$ cat src/rtl/shft_deser_pkg.sv
// Shared encodings for the serial-to-parallel receiver.
package shft_deser_pkg;

  typedef enum logic {
    ST_IDLE = 1'b0,
    ST_RECV = 1'b1
  } state_t;

  localparam logic DIR_LEFT  = 1'b0;
  localparam logic DIR_RIGHT = 1'b1;

endpackage

$ cat src/rtl/shft_deser_core.sv
// Shift register plus bit counter; sr_nxt is the word including the bit on s_in.
module shft_deser_core
  import shft_deser_pkg::*;
#(
  parameter int WIDTH = 8
) (
  input  logic             clk,
  input  logic             reset,
  input  logic             shift_en,
  input  logic             clear,
  input  logic             dir,
  input  logic             s_in,
  output logic [WIDTH-1:0] sr_nxt,
  output logic             at_last
);

  localparam int CW = $clog2(WIDTH + 1);

  logic [WIDTH-1:0] sr;
  logic [WIDTH-1:0] base;
  logic [CW-1:0]    cnt;

  // A start bit shifts into a cleared register so no stale bits survive a resync.
  always_comb begin
    base   = clear ? '0 : sr;
    sr_nxt = (dir == DIR_RIGHT) ? {s_in, base[WIDTH-1:1]} : {base[WIDTH-2:0], s_in};
  end

  assign at_last = (cnt == CW'(WIDTH - 1));

  always_ff @(posedge clk or posedge reset) begin
    if (reset) begin
      sr  <= '0;
      cnt <= '0;
    end else if (shift_en) begin
      sr <= sr_nxt;
      if (clear)        cnt <= CW'(1);
      else if (at_last) cnt <= '0;
      else              cnt <= cnt + CW'(1);
    end
  end

endmodule

$ cat src/rtl/shft_deser.sv
// Serial-to-parallel receiver: frames WIDTH bits after a start bit and
// presents the word on a holding register with a valid/ready handshake.
module shft_deser
  import shft_deser_pkg::*;
#(
  parameter int WIDTH = 8
) (
  input  logic             clk,
  input  logic             reset,
  input  logic             s_valid,
  input  logic             s_in,
  input  logic             s_start,
  input  logic             dir_sel,
  input  logic             out_ready,
  output logic [WIDTH-1:0] out,
  output logic             out_valid,
  output logic             busy,
  output logic             overrun,
  output logic             frame_err
);

  state_t           state, state_nxt;
  logic             dir_q;
  logic             shift_en, clear, complete, ferr_nxt;
  logic             core_dir, at_last;
  logic [WIDTH-1:0] word;

  // The start bit itself must use the live dir_sel; later bits use the latch.
  assign core_dir = clear ? dir_sel : dir_q;

  shft_deser_core #(.WIDTH(WIDTH)) u_core (
    .clk      (clk),
    .reset    (reset),
    .shift_en (shift_en),
    .clear    (clear),
    .dir      (core_dir),
    .s_in     (s_in),
    .sr_nxt   (word),
    .at_last  (at_last)
  );

  always_comb begin
    state_nxt = state;
    shift_en  = 1'b0;
    clear     = 1'b0;
    complete  = 1'b0;
    ferr_nxt  = 1'b0;
    case (state)
      ST_IDLE: begin
        if (s_valid && s_start) begin
          shift_en  = 1'b1;
          clear     = 1'b1;
          state_nxt = ST_RECV;
        end
      end
      ST_RECV: begin
        if (s_valid) begin
          shift_en = 1'b1;
          if (s_start) begin
            clear    = 1'b1;
            ferr_nxt = 1'b1;
          end else if (at_last) begin
            complete  = 1'b1;
            state_nxt = ST_IDLE;
          end
        end
      end
      default: state_nxt = ST_IDLE;
    endcase
  end

  always_ff @(posedge clk or posedge reset) begin
    if (reset) begin
      state     <= ST_IDLE;
      dir_q     <= DIR_LEFT;
      out       <= '0;
      out_valid <= 1'b0;
      overrun   <= 1'b0;
      frame_err <= 1'b0;
    end else begin
      state     <= state_nxt;
      frame_err <= ferr_nxt;
      overrun   <= 1'b0;
      if (clear) dir_q <= dir_sel;
      if (complete) begin
        out       <= word;
        out_valid <= 1'b1;
        overrun   <= out_valid && !out_ready;
      end else if (out_valid && out_ready) begin
        out_valid <= 1'b0;
      end
    end
  end

  assign busy = (state == ST_RECV);

endmodule

$ cat config.mk
export PLATFORM = sky130hd
export DESIGN_NAME = shft_deser
export DESIGN_NICKNAME = d
export VERILOG_FILES = /design/src/rtl/shft_deser_pkg.sv /design/src/rtl/shft_deser_core.sv /design/src/rtl/shft_deser.sv
export SDC_FILE = /design/constraint.sdc
export NUM_CORES = 1
export LEC_CHECK = 0
export CORE_MARGIN = 2
export CORE_UTILIZATION = 40
export DETAILED_ROUTE_END_ITERATION = 16
export PLACE_DENSITY = 0.67
export SLEW_MARGIN = 20
export SYNTH_ARGS = -nofsm -noshare
export SYNTH_HDL_FRONTEND = slang
export SYNTH_SLANG_ARGS = --single-unit
$ cat constraint.sdc
create_clock -name clk -period 3.4 [get_ports clk]
set_input_delay 0.34 -clock clk [delete_from_list [all_inputs] [get_ports clk]]
set_output_delay 0.34 -clock clk [all_outputs]
set_load 0.005 [all_outputs]
==> results of run 1 <==
[critical path, delay by kind of cell]
kind	cells	cell delay, ns
simple gates	2	0.84
buf+inv	1	0.58
mux	1	0.35
[cells by family (layout without fill, tap and decap cells)]
group	after synthesis	count (layout)	synth area share, %
flops	25	25	52.2
compound gates	22	22	12.1
mux	18	18	18.2
fa+ha+maj	1	1	1.04
buf+inv	11	26	5.01
simple gates	26	26	11.5
[Yosys cell counts (2+ instances only)]
master and count:
a21bo_2 2, a21oi_1 4, a31oi_1 3, and2_1 3
and3_1 2, buf_2 3, buf_4 2, dfrtp_1 25
inv_1 4, mux2_2 6, mux2_4 6, mux2i_1 6
nand2_1 5, nand3_1 3, nand3b_1 2, nor2_1 7
nor2b_1 2, o21ai_0 7
[registers in the layout, indices dropped and copies added, names as in the netlist]
register	count
frame_err	1
out	8
u_core.cnt	4
busy	1
out_valid	1
u_core.sr	8
dir_q	1
overrun	1
[power groups by stage]
stage               Clock [mW]  Sequential, mW  Combinational (mW)
floorplan                    0           0.362              0.0912
global placement             0           0.374               0.128
detailed placement           0           0.374               0.131
CTS                      0.149           0.368               0.132
global route             0.156           0.375               0.146
finish                   0.140           0.369               0.130
[final cells by class]
| class | instances | area, µm² | share of cell area (%) |
|---|---|---|---|
| multi-input combinational | 67 | 513 | 36.6 |
| tap | 31 | 38.8 | 2.77 |
| inverter | 4 | 15.0 | 1.07 |
| timing repair buffer | 18 | 180 | 12.8 |
| sequential | 25 | 626 | 44.6 |
| clock inverter | 1 | 7.51 | 0.535 |
| clock buffer | 3 | 22.5 | 1.61 |
[worst paths after layout]
| check | from | to | slack (ns) | depth (start not counted) |
|---|---|---|---|---|
| min in group clk | u_core.cnt[3]$_DFFE_PP0P_ | u_core.cnt[3]$_DFFE_PP0P_ | 0.52 | 1 |
| max in group asynchronous | reset | u_core.sr[1]$_DFFE_PP0P_ | 2.62 | 2 |
| max | s_start | out[3]$_DFFE_PP0P_ | 1.50 | 4 |
| min | reset | u_core.sr[7]$_DFFE_PP0P_ | 0.36 | 2 |
| min reg2reg | u_core.cnt[3]$_DFFE_PP0P_ | u_core.cnt[3]$_DFFE_PP0P_ | 0.52 | 1 |
| max reg2reg | u_core.cnt[0]$_DFFE_PP0P_ | out[3]$_DFFE_PP0P_ | 1.52 | 4 |
[placed cells by master, fill, tap and decap left out]
| cell type | n |
|---|---|
| clkdlybuf4s50_1 | 18 |
| a41oi_1 | 1 |
| and4b_1 | 1 |
| a21oi_1 | 4 |
| a31oi_1 | 3 |
| a32o_1 | 1 |
| nand3b_1 | 2 |
| mux2_4 | 6 |
| clkinvlp_4 | 1 |
| nor2_1 | 7 |
| and3_1 | 2 |
| mux2i_1 | 6 |
| nand2_1 | 5 |
| ha_1 | 1 |
| dfrtp_1 | 25 |
| a21bo_2 | 2 |
| o21a_1 | 1 |
| inv_1 | 3 |
| nand3_1 | 3 |
| a21o_1 | 1 |
| clkinv_1 | 1 |
| and4_1 | 1 |
| o2bb2ai_1 | 1 |
| a32oi_1 | 1 |
| clkbuf_4 | 3 |
| and2_1 | 3 |
| nor2b_1 | 2 |
| o21ai_0 | 7 |
| mux2_2 | 6 |
[metal layers]
layer | wire (µm) | part of all wire (%)
met1 | 1050 | 46
met2 | 1120 | 49
met3 | 97 | 4.2
met4 | 33 | 1.4
met5 | 0 | 0
[metrics by stage]
stage,std cells,util (%)
finish,149,50.0
global route,149,50.0
CTS,149,50.0
detailed placement,145,48.9
global placement,145,48.9
floorplan,103,-
==> metrics.md, run 1 <==
| Metric | Value |
|---|---|
| Status | `complete, but fails checks` |
| Failing checks | `design-rule violations` |
| Max Clock Skew | `0.0189 ns` |
| Detail Route Antenna Nets | `0` |
| Peak Freq | `0.527 GHz` |
| Total Power | `0.639 mW` |
| RSZ-0062 raised after global routing | `no` |
| CTS Root Cell | `clkbuf_4` |
| Sequential area share after synthesis | `52.2%` |
| Final HPWL DP | `1610 µm` |
| Final Hold Vio Count | `0` |
| Crit-path max cell delay | `0.58 ns` |
| Syn-to-layout area delta | `17.0%` |
| Cell Area, Placed | `1370 µm²` |
| Layout cells sized above 1 | `15.3%` |
| FP Rows | `19` |
| Die height | `58.7 µm` |
| Vias in the first global route | `809` |
| HP Class | `input port to asynchronous set/reset pin` |
| CP Data Arrival Time | `2.12 ns` |
| Routability cong. | `0.768` |
| Slowest cell on crit path | `clkdlybuf4s50_1` |
| Clk buf depth | `2` |
| Synth cell types | `29` |
| FF+latch count, synth | `25` |
| Met1 Track Usage GR | `20.6%` |
| Clk pwr share | `21.9%` |
| Vias | `823` |
| CTS resizes | `0` |
| Synth warnings | `0` |
| WL/cell | `15.5 µm` |
| Syn nets | `111` |
| GRT Overall Usage | `15.5%` |
| Logic pwr share | `20.3%` |
| Clk_lat worst skew | `0.33 ns` |
| Post-Place Worst Slack | `1.14 ns` |
| Reg power frac | `57.8%` |
| CP cell instances | `clkdlybuf4s50_1 > and4b_1 > and2_1 > mux2_4` |
| Max cap viols | `0` |
| CTS Buf Count | `3` |
| Vias per inst | `5.52` |
| CTS tree | `yes` |
| Slew @ Worst Pin | `0.871 ns` |
| # diodes | `0` |
| Mean post-synth cell area | `11.6 µm²` |
| TNS Setup | `0 ns` |
| Max VDD drop | `0.000316 V` |
| Die width | `58.7 µm` |
| IO Port Bufs | `18` |
| Number of synthesized flops with an enable pin | `0` |
| Setup crit end kind | `flop` |
| Worst Path Required | `3.62 ns` |
| Final min period | `1.90 ns` |
| Critical path class | `input port to flop` |
| Initial antenna violation count | `0` |
| Top cell type's share of synthesized area | `52.2%` |
| NumNets Final | `127` |
| Congestion Overflow GR | `0` |
| Dominant cells by area after synthesis | `dfrtp_1 52%, mux2_4 7.5%, mux2_2 5.6%` |
| Critical Path Fanout Max | `12` |
| Leak | `0.649 nW` |
| Core box area | `2810 µm²` |
| Final instance area | `1400 µm²` |
| Largest net degree at the start of global routing | `26` |
| Busiest grt layer | `met2` |
| Residual DRC | `1` |
| Cell Int Power | `0.455 mW` |
| H-tree depth | `1` |
| M3 GR Usage | `3.96%` |
| Hold-fix buffers, CTS | `0` |
| First drt pass iteration count | `10` |
| Wirelength, routed | `2300 µm` |
| Setup ws final | `1.50 ns` |
| Sw Pwr | `0.183 mW` |
| Nature of the critical path startpoint | `input port` |
| DR iter-0 viols | `24` |
| TritonCTS sink count | `25` |
| Reg clk slew, reported paths | `0.15 ns` |
| Global-route wire length before repair | `3900 µm` |
| Final period utilization | `55.8%` |
| Synth Flop Type | `dfrtp_1` |
| Filler Cell Count | `258` |
| Relative slew slack | `41.6%` |
| Power Density | `456 nW/µm²` |
| GRT met2 Usage | `23.5%` |
| Slew Viols, Final | `0` |
| Min Hold Slack | `0.360 ns` |
| Sw Share | `28.7%` |
| Starting Density | `42.7%` |
| Mapped Area | `1200 µm²` |
| Endpoints failing setup | `0` |
| Area of the die | `3450 µm²` |
| Mapped Cells | `103` |
| Yosys top cell by area | `dfrtp_1` |
| Postcts setup bufs | `0` |
| Top-Level Pins | `19` |
| Asr flop ratio synth | `100%` |
Power figures use the tool's default switching activity.
==> run 2: changes to the inputs <==
Settings changed: PLACE_DENSITY 0.67 to 0.7.
Clock period 3.4 ns to 1.62 ns, I/O delays scaled along.
==> metrics.md, run 2 (synthesis gave the netlist of run 1 again) <==
| Metric | Value |
|---|---|
| Slew @ Worst Pin | `0.373 ns (was 0.871 ns)` |
| Layout cells sized above 1 | `22.7% (was 15.3%)` |
| Initial antenna violation count | `0 (unchanged)` |
| CP bufs+invs | `2 (was 1)` |
| Congestion Overflow GR | `0 (unchanged)` |
| Worst Path Required | `1.46 ns (was 3.62 ns)` |
| DR iter-0 viols | `30 (was 24)` |
| Residual DRC | `3 (was 1)` |
| Detail Route Antenna Nets | `0 (unchanged)` |
| Core box area | `2810 µm² (unchanged)` |
| Status | `complete, but fails checks (unchanged)` |
| Die height | `58.7 µm (unchanged)` |
| CTS Root Cell | `clkbuf_4 (unchanged)` |
| CP Data Arrival Time | `1.35 ns (was 2.12 ns)` |
| Max Clock Skew | `0.0140 ns (was 0.0189 ns)` |
| Vias in the first global route | `862 (was 809)` |
| Final instance area | `1490 µm² (was 1400 µm²)` |
| RSZ-0062 raised after global routing | `no (unchanged)` |
| Largest regs | `out: 8 flops, u_core.sr: 8 flops, u_core.cnt: 4 flops (unchanged)` |
| Worst flop-to-flop path startpoint | `u_core.cnt[1]$_DFFE_PP0P_ (was u_core.cnt[0]$_DFFE_PP0P_)` |
| Crit-path max cell delay | `0.52 ns (was 0.58 ns)` |
| Nature of the critical path startpoint | `flop (was input port)` |
| Largest net degree at the start of global routing | `26 (unchanged)` |
| IO Port Bufs | `18 (unchanged)` |
| TritonCTS sink count | `25 (unchanged)` |
| Final min period | `1.51 ns` |
| Setup crit end kind | `output pin (was flop)` |
| Max cap viols | `0 (unchanged)` |
| Routability cong. | `0.795 (was 0.768)` |
| Final Core Density | `53.2% (was 50.0%)` |
| Most frequent cells in the layout | `25 x dfrtp_1, 18 x clkdlybuf4s50_1, 9 x buf_4, 7 x o21ai_0, 7 x nor2_1 (was 25 x dfrtp_1, 18 x clkdlybuf4s50_1, 7 x o21ai_0, 7 x nor2_1)` |
| Min Hold Slack | `0.165 ns (was 0.360 ns)` |
| Postcts setup bufs | `0 (unchanged)` |
| Reg clk slew, reported paths | `0.15 ns (about the same)` |
| Global-route wire length before repair | `3800 µm (was 3900 µm)` |
| Wirelength, routed | `2190 µm (was 2300 µm)` |
| Area of the die | `3450 µm² (unchanged)` |
| Cell Area, Placed | `1460 µm² (was 1370 µm²)` |
| Delay-heaviest family, CP | `buffers and inverters (was simple AND/OR/NAND/NOR gates)` |
| Slew Viols, Final | `0 (unchanged)` |
| Stages on the worst setup path | `2 (was 4)` |
| Final HPWL DP | `1570 µm (was 1610 µm)` |
| H-tree depth | `1 (unchanged)` |
| CTS Buf Count | `3 (unchanged)` |
| Endpoints failing setup | `0 (unchanged)` |
| Total Power | `1.37 mW (was 0.639 mW)` |
| Filler Cell Count | `241 (was 258)` |
| Hold-fix buffers, CTS | `0 (unchanged)` |
| Max VDD drop | `0.000405 V (was 0.000316 V)` |
| HP Class | `input port to asynchronous set/reset pin (unchanged)` |
| Syn-to-layout area delta | `24.5% (was 17.0%)` |
| Top-Level Pins | `19 (unchanged)` |
| Peak Freq | `0.661 GHz` |
| Worst r2r dst | `out[1]$_DFFE_PP0P_ (was out[3]$_DFFE_PP0P_)` |
| Final period utilization | `93.4%` |
| Final Hold Vio Count | `0 (unchanged)` |
| FP Rows | `19 (unchanged)` |
| NumNets Final | `137 (was 127)` |
| Die width | `58.7 µm (unchanged)` |
| Failing checks | `design-rule violations (unchanged)` |
| CTS tree | `yes (unchanged)` |
| Vias per inst | `5.45 (was 5.52)` |
| Crit path to | `busy (was out[3]$_DFFE_PP0P_)` |
| Power Density | `919 nW/µm² (was 456 nW/µm²)` |
| CP cell instances | `buf_4 > clkdlybuf4s50_1 (was clkdlybuf4s50_1 > and4b_1 > and2_1 > mux2_4)` |
| GRT Overall Usage | `14.4% (was 15.5%)` |
| Relative slew slack | `75.1% (was 41.6%)` |
| Starting Density | `42.7% (unchanged)` |
| Critical path class | `flop to output pin (was input port to flop)` |
| Path depth of the worst reg2reg path | `4 (unchanged)` |
| WL/cell | `13.8 µm (was 15.5 µm)` |
| Clk_lat worst skew | `0.32 ns (was 0.33 ns)` |
| Reg2reg setup slack | `0.13 ns (was 1.52 ns)` |
| CP startpoint | `busy$_DFF_PP0_ (was s_start)` |
| Vias | `866 (was 823)` |
| Slowest cell on crit path | `clkdlybuf4s50_1 (unchanged)` |
| Critical Path Fanout Max | `12 (unchanged)` |
| Commonest non-fill, non-tap cell in the layout | `dfrtp_1 (unchanged)` |
| # diodes | `0 (unchanged)` |
| Leak | `0.708 nW (was 0.649 nW)` |
| First drt pass iteration count | `10 (unchanged)` |
| Clk buf depth | `2 (unchanged)` |
run 2: where the power goes:
group | switching, mW | internal [mW] | total [mW] | leakage, nW
Clock | 0.195 | 0.0943 | 0.289 | 0.0139
Combinational | 0.129 | 0.188 | 0.318 | 0.363
Sequential | 0.0620 | 0.703 | 0.765 | 0.330
run 2: timing repair:
item / 4_1_cts / 5_1_grt
resized for setup: 1 / 1
pin swaps: 0 / 0
gates cloned: 0 / 0
setup endpoints to repair: 8 / 7
run 2: per-stage QoR:
step	TNS [ns]	setup WS, ns	instances
floorplan	0	0.0874	103
finish	0	0.106	159
global placement	-0.971	-0.145	155
CTS	0	0.0421	159
detailed placement	-1.10	-0.163	155
global route	0	0.0260	159
run 2: tightest hold or removal path, cell delays in order:
cell and delay (ns):
clkdlybuf4s50_1 0.40, inv_1 0.05, buf_4 0.29
run 2: final cells by class:
cell class,count,area [µm²],share of cell area (%)
clock buffers,3,22.5,1.51
clock inverters,1,7.51,0.503
inverters,4,15.0,1.01
multi-input cells,67,515,34.5
flip-flops and latches,25,626,41.9
well taps,31,38.8,2.60
repair buffers,28,268,17.9
run 2: worst min-delay path by stage:
stage,start,cells past startpoint,slack [ns],endpoint
after CTS,reset,3,0.19,overrun$_DFF_PP0_
after detailed placement,u_core.sr[0]$_DFFE_PP0P_,2,0.48,u_core.sr[0]$_DFFE_PP0P_
after floorplan,reset,1,0.19,busy$_DFF_PP0_
after global placement,out_valid$_DFFE_PP0P_,1,0.48,out_valid$_DFFE_PP0P_
final,reset,3,0.17,overrun$_DFF_PP0_
after global routing,reset,3,0.19,out[0]$_DFFE_PP0P_
run 2: per-layer routing:
layer | track usage [%] | wire [µm]
met1 | 19.8 | 1010
met2 | 22.4 | 1060
met3 | 2.64 | 105
met4 | 5.84 | 17
met5 | 0 | 0
